File: src/rtl/psum_pkg.sv
// Shared types and constants for the psum accumulate / stream controller.
package psum_pkg;

  // Controller states.
  typedef enum logic [2:0] {
    IDLE  = 3'd0,
    FETCH = 3'd1,
    WRITE = 3'd2,
    EMIT  = 3'd3,
    DONE  = 3'd4
  } state_t;

  // Job modes.
  localparam logic MODE_WS = 1'b0;
  localparam logic MODE_OS = 1'b1;

  // Largest value representable in a signed lane of bw bits.
  function automatic int sat_max(input int bw);
    return (32'sd1 <<< (bw - 1)) - 32'sd1;
  endfunction

  // Smallest value representable in a signed lane of bw bits.
  function automatic int sat_min(input int bw);
    return -(32'sd1 <<< (bw - 1));
  endfunction

endpackage

File: src/rtl/psum_lane_sat.sv
// One psum lane: widened signed add, clamp to lane range, optional ReLU.
// With acc_i tied to zero it degenerates to a plain ReLU stage.
module psum_lane_sat
  import psum_pkg::*;
#(
  parameter int BW = 16
) (
  input  logic [BW-1:0] acc_i,
  input  logic [BW-1:0] add_i,
  input  logic          relu_en_i,
  output logic [BW-1:0] res_o,
  output logic          sat_o
);

  localparam logic signed [BW:0] MAX_V = (BW + 1)'(sat_max(BW));
  localparam logic signed [BW:0] MIN_V = (BW + 1)'(sat_min(BW));

  logic signed [BW:0] sum_s;

  // Add at one extra bit so the overflow is visible, clamp, then rectify.
  always_comb begin
    sum_s = $signed({acc_i[BW-1], acc_i}) + $signed({add_i[BW-1], add_i});
    sat_o = 1'b0;
    res_o = sum_s[BW-1:0];
    if (sum_s > MAX_V) begin
      res_o = MAX_V[BW-1:0];
      sat_o = 1'b1;
    end else if (sum_s < MIN_V) begin
      res_o = MIN_V[BW-1:0];
      sat_o = 1'b1;
    end else begin
      res_o = sum_s[BW-1:0];
    end
    if (relu_en_i && res_o[BW-1]) begin
      res_o = '0;
    end else begin
      res_o = res_o;
    end
  end

endmodule

File: src/rtl/psum_accum_ctrl.sv
// Moves psum vectors from the OFIFO either into pmem (WS read-modify-write
// accumulate) or out on a valid/ready stream (OS), under a small FSM.
module psum_accum_ctrl
  import psum_pkg::*;
#(
  parameter int col     = 8,
  parameter int psum_bw = 16,
  parameter int addr_w  = 11,
  parameter int cnt_w   = 12
) (
  input  logic                   clk,
  input  logic                   reset,
  input  logic                   start,
  input  logic                   mode,
  input  logic                   relu_en,
  input  logic [addr_w-1:0]      base_addr,
  input  logic [cnt_w-1:0]       vec_cnt,
  input  logic                   ofifo_valid,
  input  logic [psum_bw*col-1:0] psum_in,
  output logic                   ofifo_rd,
  output logic                   pmem_cen,
  output logic                   pmem_wen,
  output logic [addr_w-1:0]      pmem_addr,
  output logic [psum_bw*col-1:0] pmem_d,
  input  logic [psum_bw*col-1:0] pmem_q,
  output logic [psum_bw*col-1:0] sfp_out,
  output logic                   out_valid,
  input  logic                   out_ready,
  output logic                   busy,
  output logic                   done,
  output logic                   sat_flag
);

  localparam int VW = psum_bw * col;

  state_t            state_q, state_d;
  logic              mode_q, mode_d;
  logic              relu_q, relu_d;
  logic [addr_w-1:0] cur_addr_q, cur_addr_d;
  logic [cnt_w-1:0]  remaining_q, remaining_d;
  logic [VW-1:0]     psum_q, psum_d;
  logic [VW-1:0]     sfp_out_q, sfp_out_d;
  logic              sat_q, sat_d;

  logic [VW-1:0]     lane_acc_s, lane_add_s, lane_res_s;
  logic [col-1:0]    lane_sat_s;
  logic              last_s;

  // The lanes accumulate pmem_q + psum_r in WRITE; elsewhere they only
  // rectify the OFIFO head so the OS result can be registered at the pop.
  assign lane_acc_s = (state_q == WRITE) ? pmem_q : '0;
  assign lane_add_s = (state_q == WRITE) ? psum_q : psum_in;
  assign last_s     = (remaining_q == cnt_w'(32'd1));

  for (genvar i = 0; i < col; i++) begin : g_lane
    psum_lane_sat #(.BW(psum_bw)) u_lane (
      .acc_i     (lane_acc_s[i*psum_bw +: psum_bw]),
      .add_i     (lane_add_s[i*psum_bw +: psum_bw]),
      .relu_en_i (relu_q),
      .res_o     (lane_res_s[i*psum_bw +: psum_bw]),
      .sat_o     (lane_sat_s[i])
    );
  end

  assign sfp_out  = sfp_out_q;
  assign sat_flag = sat_q;
  assign busy     = (state_q != IDLE);

  // Next-state and strobe logic; while reset is high every strobe is held
  // inactive so an aborted job cannot touch the SRAM or pop the OFIFO.
  always_comb begin
    state_d     = state_q;
    mode_d      = mode_q;
    relu_d      = relu_q;
    cur_addr_d  = cur_addr_q;
    remaining_d = remaining_q;
    psum_d      = psum_q;
    sfp_out_d   = sfp_out_q;
    sat_d       = sat_q;
    ofifo_rd    = 1'b0;
    pmem_cen    = 1'b1;
    pmem_wen    = 1'b1;
    pmem_addr   = '0;
    pmem_d      = '0;
    out_valid   = 1'b0;
    done        = 1'b0;
    if (!reset) begin
      case (state_q)
        IDLE: begin
          if (start) begin
            mode_d      = mode;
            relu_d      = relu_en;
            cur_addr_d  = base_addr;
            remaining_d = vec_cnt;
            sat_d       = 1'b0;
            state_d     = (vec_cnt == '0) ? DONE : FETCH;
          end else begin
            state_d = IDLE;
          end
        end
        FETCH: begin
          if (ofifo_valid) begin
            ofifo_rd = 1'b1;
            psum_d   = psum_in;
            if (mode_q == MODE_WS) begin
              pmem_cen  = 1'b0;
              pmem_addr = cur_addr_q;
              state_d   = WRITE;
            end else begin
              sfp_out_d = lane_res_s;
              state_d   = EMIT;
            end
          end else begin
            state_d = FETCH;
          end
        end
        WRITE: begin
          pmem_cen    = 1'b0;
          pmem_wen    = 1'b0;
          pmem_addr   = cur_addr_q;
          pmem_d      = lane_res_s;
          sat_d       = sat_q | (|lane_sat_s);
          cur_addr_d  = cur_addr_q + addr_w'(32'd1);
          remaining_d = remaining_q - cnt_w'(32'd1);
          state_d     = last_s ? DONE : FETCH;
        end
        EMIT: begin
          out_valid = 1'b1;
          if (out_ready) begin
            remaining_d = remaining_q - cnt_w'(32'd1);
            state_d     = last_s ? DONE : FETCH;
          end else begin
            state_d = EMIT;
          end
        end
        DONE: begin
          done    = 1'b1;
          state_d = IDLE;
        end
        default: begin
          state_d = IDLE;
        end
      endcase
    end else begin
      state_d = IDLE;
    end
  end

  // State and datapath registers with synchronous reset.
  always_ff @(posedge clk) begin
    if (reset) begin
      state_q     <= IDLE;
      mode_q      <= 1'b0;
      relu_q      <= 1'b0;
      cur_addr_q  <= '0;
      remaining_q <= '0;
      psum_q      <= '0;
      sfp_out_q   <= '0;
      sat_q       <= 1'b0;
    end else begin
      state_q     <= state_d;
      mode_q      <= mode_d;
      relu_q      <= relu_d;
      cur_addr_q  <= cur_addr_d;
      remaining_q <= remaining_d;
      psum_q      <= psum_d;
      sfp_out_q   <= sfp_out_d;
      sat_q       <= sat_d;
    end
  end

endmodule

File: config.mk
export PLATFORM = sky130hd
export DESIGN_NAME = psum_accum_ctrl
export DESIGN_NICKNAME = d
export VERILOG_FILES = /design/src/rtl/psum_pkg.sv /design/src/rtl/psum_lane_sat.sv /design/src/rtl/psum_accum_ctrl.sv
export SDC_FILE = /design/constraint.sdc
export NUM_CORES = 1
export LEC_CHECK = 0
export BUFFER_PORTS_ARGS = -buffer_cell sky130_fd_sc_hd__buf_2
export CAP_MARGIN = 20
export CORE_MARGIN = 3
export CORE_UTILIZATION = 30
export DETAILED_ROUTE_END_ITERATION = 7
export PLACE_DENSITY_LB_ADDON = 0.25
export SETUP_SLACK_MARGIN = 0.05
export SLEW_MARGIN = 0
export SYNTH_ARGS = -nofsm -noshare
export SYNTH_HDL_FRONTEND = slang
export SYNTH_HIERARCHICAL = 1
export SYNTH_SLANG_ARGS = --single-unit
File: constraint.sdc
create_clock -name clk -period 6.1 [get_ports clk]
set_input_delay 0.915 -clock clk [delete_from_list [all_inputs] [get_ports clk]]
set_output_delay 0.915 -clock clk [all_outputs]
set_load 0.01 [all_outputs]
# Yosys cells after proc, flatten, opt, wreduce, memory -nomap -nowiden
# Cells that the tools add are included.
[op_classes] magnitude_cmp=16 bitwise_logic=1 eq_ne=7 muxes=75 reduce_logical=19 add_sub_neg=10
[ops] operator="2-to-1 mux 128 bit" count=4
[ops] operator="2-to-1 mux 16 bit" count=24
[ops] operator="adder 16 x 16 -> 17 bit" count=8
[ops] operator="> comparator 17 x 16 -> 1 bit (second input constant)" count=8
[ops] operator="less-than comparator 17 x 16 -> 1 bit (second input constant)" count=8
[ops] operator="2-to-1 mux 11 bit" count=4
[ops] operator="one-hot mux 11 bit (2 select lines)" count=2
[ops] operator="one-hot mux 12 bit (3 select lines)" count=1
[ops] operator="2-to-1 mux 1 bit" count=30
[ops] operator="2-to-1 mux 12 bit" count=2
[ops] operator="2-to-1 mux 3 bit" count=5
[ops] operator="== test 12 x 1 -> 1 bit (second input constant)" count=1
[ops] operator="logical NOT 12 bit" count=1
[ops] operator="one-hot mux 3 bit (4 select lines)" count=1
[ops] operator="subtractor 12 x 1 -> 12 bit (second input constant)" count=1
[ops] operator="adder 11 x 1 -> 11 bit (second input constant)" count=1
[ops] operator="logical AND 1 bit" count=8
[ops] operator="OR reduction 8 bit" count=1
[ops] operator="== test 3 x 2 -> 1 bit (second input constant)" count=2
[ops] operator="AND reduction 2 bit" count=3
[ops] operator="AND reduction 3 bit" count=2
[ops] operator="nonzero test 3 bit" count=2
[ops] operator="inequality test 2 bit (second input constant)" count=2
[ops] operator="one-hot mux 1 bit (2 select lines)" count=2
[ops] operator="5 further kinds" count=5
[word_totals] in_bits=286 ff_bits=285

# Depth between registers and ports, before layout
[depth] word_depth=10 depth_mapped=21

# Modules after synthesis
# Netlist, hierarchy kept.
[by_module_without_submodules] mod="psum_accum_ctrl" n_inst=1 cells_per_inst=2046 area_per_inst_um2=13997.2 seq_area_each_um2=5705.5
[by_module_without_submodules] mod="psum_lane_sat (g_lane[0].u_lane ...)" n_inst=4 cells_per_inst=145 area_per_inst_um2=1118.6 seq_area_each_um2=0.0
[by_module_without_submodules] mod="psum_lane_sat (g_lane[4].u_lane ...)" n_inst=4 cells_per_inst=138 area_per_inst_um2=1017.2 seq_area_each_um2=0.0

# Least setup slack after synthesis
# OpenSTA, ideal clock, no wires.
[synth_path] path_type="register -> output" from="register state_q[0]" to="output pmem_d[113]" slack_ps=1629 t_arrival_ps=3556 t_required_ps=5185 stages_incl_launch_ff=20 path_buffers=5 path_cell_list="dfxtp_1 -> buf_2 -> nor3b_2 -> buf_2 -> buf_2 -> buf_2 -> nand2_1 -> nand2_1 -> ha_1 -> inv_1 -> fa_1 -> nor2b_1 -> o31a_2 -> a41oi_2 -> o31ai_2 -> o221a_1 -> buf_4 -> nand2_1 -> o21ai_1 -> and2_1"
[synth_between] elab_chain_cells=10 word_cells_on_any_way=12
[synth_lines] item="start, declared" line_no="psum_accum_ctrl.sv:36" source="state_t state_q, state_d;"
[synth_lines] item="start signal, assigned" line_no="psum_accum_ctrl.sv:161" source="state_q <= state_d;"
[synth_lines] item="== test 3 x 2 -> 1 bit *" line_no="psum_accum_ctrl.sv:52" source="assign lane_add_s = (state_q == WRITE) ? psum_q : psum_in;"
[synth_lines] item="2-to-1 mux 128 bit *" line_no="psum_accum_ctrl.sv:52"
[synth_lines] item="named net lane_add_s[112]" line_no="psum_accum_ctrl.sv:45" source="logic [VW-1:0] lane_acc_s, lane_add_s, lane_res_s;"
[synth_lines] item="adder 16 x 16 -> 17 bit *" line_no="psum_lane_sat.sv:22" source="sum_s = $signed({acc_i[BW-1], acc_i}) + $signed({add_i[BW-1], add_i});"
[synth_lines] item="less-than comparator 17 x 16 -> 1 bit" line_no="psum_lane_sat.sv:28" source="end else if (sum_s < MIN_V) begin"
[synth_lines] item="2-to-1 mux 16 bit" line_no="psum_lane_sat.sv:28"
[synth_lines] item="2-to-1 mux 16 bit *" line_no="psum_lane_sat.sv:25" source="if (sum_s > MAX_V) begin"
[synth_lines] item="logical AND 1 bit" line_no="psum_lane_sat.sv:34" source="if (relu_en_i && res_o[BW-1]) begin"
[synth_lines] item="2-to-1 mux 16 bit *" line_no="psum_lane_sat.sv:34"
[synth_lines] item="named net lane_res_s[113]" line_no="psum_accum_ctrl.sv:45"
[synth_lines] item="2-to-1 mux 128 bit *" line_no="psum_accum_ctrl.sv:88" source="case (state_q)"
[synth_lines] item="2-to-1 mux 128 bit *" line_no="psum_accum_ctrl.sv:87" source="if (!reset) begin"
[synth_lines] item="end, declared" line_no="psum_accum_ctrl.sv:24" source="output logic [psum_bw*col-1:0] pmem_d,"
# Mark *: on every way through the listed nets, which the timed path passes. The rest lies on a longest branch.

# Worst setup path after layout
[layout_path] from="register state_q[1]" to="output pmem_d[115]"
[layout_between] elab_chain_cells=10 word_cells_on_any_way=12
[layout_lines] item="== test 3 x 2 -> 1 bit *" line_no="psum_accum_ctrl.sv:51" source="assign lane_acc_s = (state_q == WRITE) ? pmem_q : '0;"
[layout_lines] item="2-to-1 mux 128 bit *" line_no="psum_accum_ctrl.sv:51"
[layout_lines] item="named net lane_acc_s[112]" line_no="psum_accum_ctrl.sv:45"
[layout_lines] item="adder 16 x 16 -> 17 bit *" line_no="psum_lane_sat.sv:22"
[layout_lines] item="less-than comparator 17 x 16 -> 1 bit" line_no="psum_lane_sat.sv:28"
[layout_lines] item="2-to-1 mux 16 bit" line_no="psum_lane_sat.sv:28"
[layout_lines] item="2-to-1 mux 16 bit *" line_no="psum_lane_sat.sv:25"
[layout_lines] item="logical AND 1 bit" line_no="psum_lane_sat.sv:34"
[layout_lines] item="2-to-1 mux 16 bit *" line_no="psum_lane_sat.sv:34"
[layout_lines] item="named net lane_res_s[115]" line_no="psum_accum_ctrl.sv:45"
[layout_lines] item="2-to-1 mux 128 bit *" line_no="psum_accum_ctrl.sv:88"
[layout_lines] item="2-to-1 mux 128 bit *" line_no="psum_accum_ctrl.sv:87"
# Marks and branches as above.

==> qor.yml <==
power.ir.vdd_worst_uv: 168
post_synth_fa_ha_maj_area_fraction: 0.0798
globalRouteOverflowTotal: 0
synth_mux_area_frac: 0.00144
clk_transition_reported_paths_ns: 0.06
synthDominantAreaCellType: "dfxtp_1"
crit_arrival_ns: 4.80
synth-simple-area-share: 0.327
run_status: "completed"
via_per_inst: 5.00
clock_latency_ns: 0.57
cellPowerDensity_nw_per_um2: 210
total_routed_length_um: 84200
synth_top_area_share: 0.253
crit_type: "register to output port"
clock-skew-final_ns: 0.0297
grt_usage: 0.206
synth_top_family_by_area: "simple AND/OR/NAND/NOR gates"
drt-pass1-iter-count: 5
initial_core_util: 0.306
die_w_um: 280
worstMarginPinSlew_ns: 1.07
grt_antenna_before_repair: 43
layout.cells.non_filler: 4628
post_synth_xor_area_fraction: 0.0365
critical_path_peak_fanout: 75
drt.antenna.violating_nets: 0
hold_viol: 0
post-route-period-util: 0.936
areaGrowthSynthToFinish_pct: 20.4
whs_path_depth: 2
synth.yosys.seq_area_share: 0.253
p_leak_nw: 12.5
max-cap-violations: 0
drc: 0
dp.final_hpwl_um: 62800
fin_nets: 4050
fp.dieArea_um2: 78500
post_synth_main_area_contributors: "dfxtp_1 (25%), nand2_1 (17%), a21oi_1 (8.8%)"
fin_crit_ns: 5.71
holdCritPathClass: "register to register"
synth.ff_latch_count: 285
synth-compound-area-share: 0.242
design.portCount: 560
tritoncts: "built"
num_vias: 23134
critPathRequiredTime_ns: 5.18
synthesis.instances: 3178
yosys_most_used_dff: "dfxtp_1"
fmax_mhz: 175
dp_cells: 4541
synthesis.area_per_instance_um2: 7.09
synth_async_sr_flop_share: 0
synth_cell_types: 95
drive_above_1_share: 0.230
route.detailed.wl_per_inst_um: 18.2
hold_buffers: 0
reg2reg_depth: 17
layout.cells.most_common: "nand2_1"
placement_rows: 99
yosys_warnings: 6
worstSetupStartpointType: "register"
die_height_um: 280
first_global_vias: 21606
number_of_drc_markers_in_iteration_0: 1458
worstSetupEndpointType: "output port"
tritoncts.num_buffers: 40
total_power_mw: 5.69
setup_tns_ns: 0
area_of_the_placeable_core_um2: 73700
layout.filler_cells: 7967
slew_headroom: 0.286
mappedNetlistArea_um2: 22500
maximum_level_of_the_cts_h_tree: 2
drv_slew: 0
clock_tree.root_cell: "clkbuf_16"
global_route_wire_length_before_repair_um: 129000
count_of_endpoints_failing_setup_in_the_final_report: 0
cts.sinks: 285
grt_setup_unrepaired: "no"
number_of_nets_produced_by_synthesis: 3603
ctsLongestPathBuffers: 3
synth_enable_flop_cells: 0
port_buffer_count: 559
gpl.final_weighted_congestion: 0.893
pin_count_of_the_biggest_net_entering_global_routing: 178
final_cell_mix: "nand2_1 (1,021), buf_2 (558), a21oi_1 (395)"
-- Yosys cell counts (all sizes together), types with 5 or more instances --
cell type     n
nand2      1042
a21oi       404
dfxtp       285
and2        282
o21ai       156
ha          131
buf         102
nor2         93
clkbuf       87
inv          56
xnor2        50
a21o         48
xor2         44
nand3        33
o21a         29
nor3         27
o211ai       22
a21boi       18
o2bb2ai      16
a211oi       15
and3         15
nor2b        14
nor4         14
o211a        12
nand4        11
a31oi        10
o22ai        10
o31ai        10
nor3b         9
fa            8
nor4b         8
o21bai        8
o31a          8
or2           8
nand2b        7
or3           7
a221oi        6
or3b          6
a2111oi       5
a222oi        5
o221ai        5
-- repair_timing --
| item | in CTS | in global routing |
|---|---|---|
| pin swaps | 1 | 0 |
| buffers inserted | 0 | 0 |
| hold endpoints to repair | 0 | 0 |
| endpoints found under the setup margin | 12 | 25 |
| cloned | 1 | 0 |
| gates resized for setup | 3 | 6 |
-- flip-flops by register name, summed over array words and instances (netlist names) --
register     cells
state_q          3
cur_addr_q      11
sat_flag         1
relu_q           1
mode_q           1
remaining_q     12
sfp_out        128
psum_q         128
-- final cells by class --
| class | count | area (um2) | share of cell area |
|---|---|---|---|
| clock inverter | 17 | 153 | 0.00562 |
| inverter | 60 | 225 | 0.00830 |
| timing repair buffer | 593 | 3140 | 0.116 |
| antenna | 15 | 37.5 | 0.00138 |
| clock buffer | 54 | 1130 | 0.0418 |
| sequential | 285 | 5710 | 0.210 |
| tap | 959 | 1200 | 0.0442 |
| multi-input combinational | 2645 | 15500 | 0.573 |
-- path summary, 6_finish.rpt --
kind | startpoint | endpoint | slack [ns]
setup reg to reg | state_q[0]$_SDFF_PP0_ | sat_flag$_SDFFE_PP0P_ | 1.62
setup / recovery | state_q[1]$_SDFF_PP0_ | pmem_d[115] | 0.39
hold / removal | sfp_out[32]$_SDFFE_PP0P_ | sfp_out[32]$_SDFFE_PP0P_ | 0.45
hold reg to reg | sfp_out[32]$_SDFFE_PP0P_ | sfp_out[32]$_SDFFE_PP0P_ | 0.45
-- per-stage QoR --
stage / hold slack (ns) / setup slack (ns) / area [um2] / utilization
2_1_floorplan: 0.437 / 1.63 / 22500 / -
3_3_place_gp: 0.440 / 0.469 / 25800 / 0.350
3_5_place_dp: 0.443 / 0.425 / 25800 / 0.350
4_1_cts: 0.451 / 0.170 / 27100 / 0.368
5_1_grt: 0.465 / 0.0646 / 27100 / 0.368
6_report: 0.449 / 0.388 / 27100 / 0.368
-- metal layers --
layer  vias to the layer above  track usage  share of wire
met1                     10718        0.263           0.43
met2                       580        0.352           0.47
met5                         -            0         0.0035
li1                      11667            -              -
met4                        46       0.0343          0.015
met3                       123       0.0558          0.075
-- logic make-up (layout without fill, tap and decap cells) --
| group | after synthesis | in the layout |
|---|---|---|
| buffers and inverters | 249 | 724 |
| AOI/OAI and AO/OA | 821 | 821 |
| muxes | 3 | 3 |
| DFF | 285 | 285 |
| xor gates and xnor gates | 94 | 94 |
| other | 0 | 15 |
| and+or+nand+nor | 1587 | 1588 |
| adders and majority gates | 139 | 139 |
-- power by group --
group	leakage [nW]	switching, mW	total, mW	internal [mW]
Clock	0.642	0.969	2.36	1.39
Sequential	2.31	0.0487	1.97	1.92
Combinational	9.59	0.870	1.36	0.492
Total	12.5	1.89	5.69	3.80
-- worst max-delay path: stages (launching register included) --
cell and delay (ns):
dfxtp_2 0.51, nor3b_4 0.35, buf_12 0.31, and2_1 0.19, ha_1 0.18, inv_1 0.06, fa_1 0.39, nor2b_1 0.17
o31a_2 0.18, a41oi_2 0.22, o31ai_2 0.33, o221a_2 0.40, inv_1 0.15, o2bb2ai_1 0.40, and2_1 0.20, buf_2 0.12
Power figures use the tool's default switching activity.
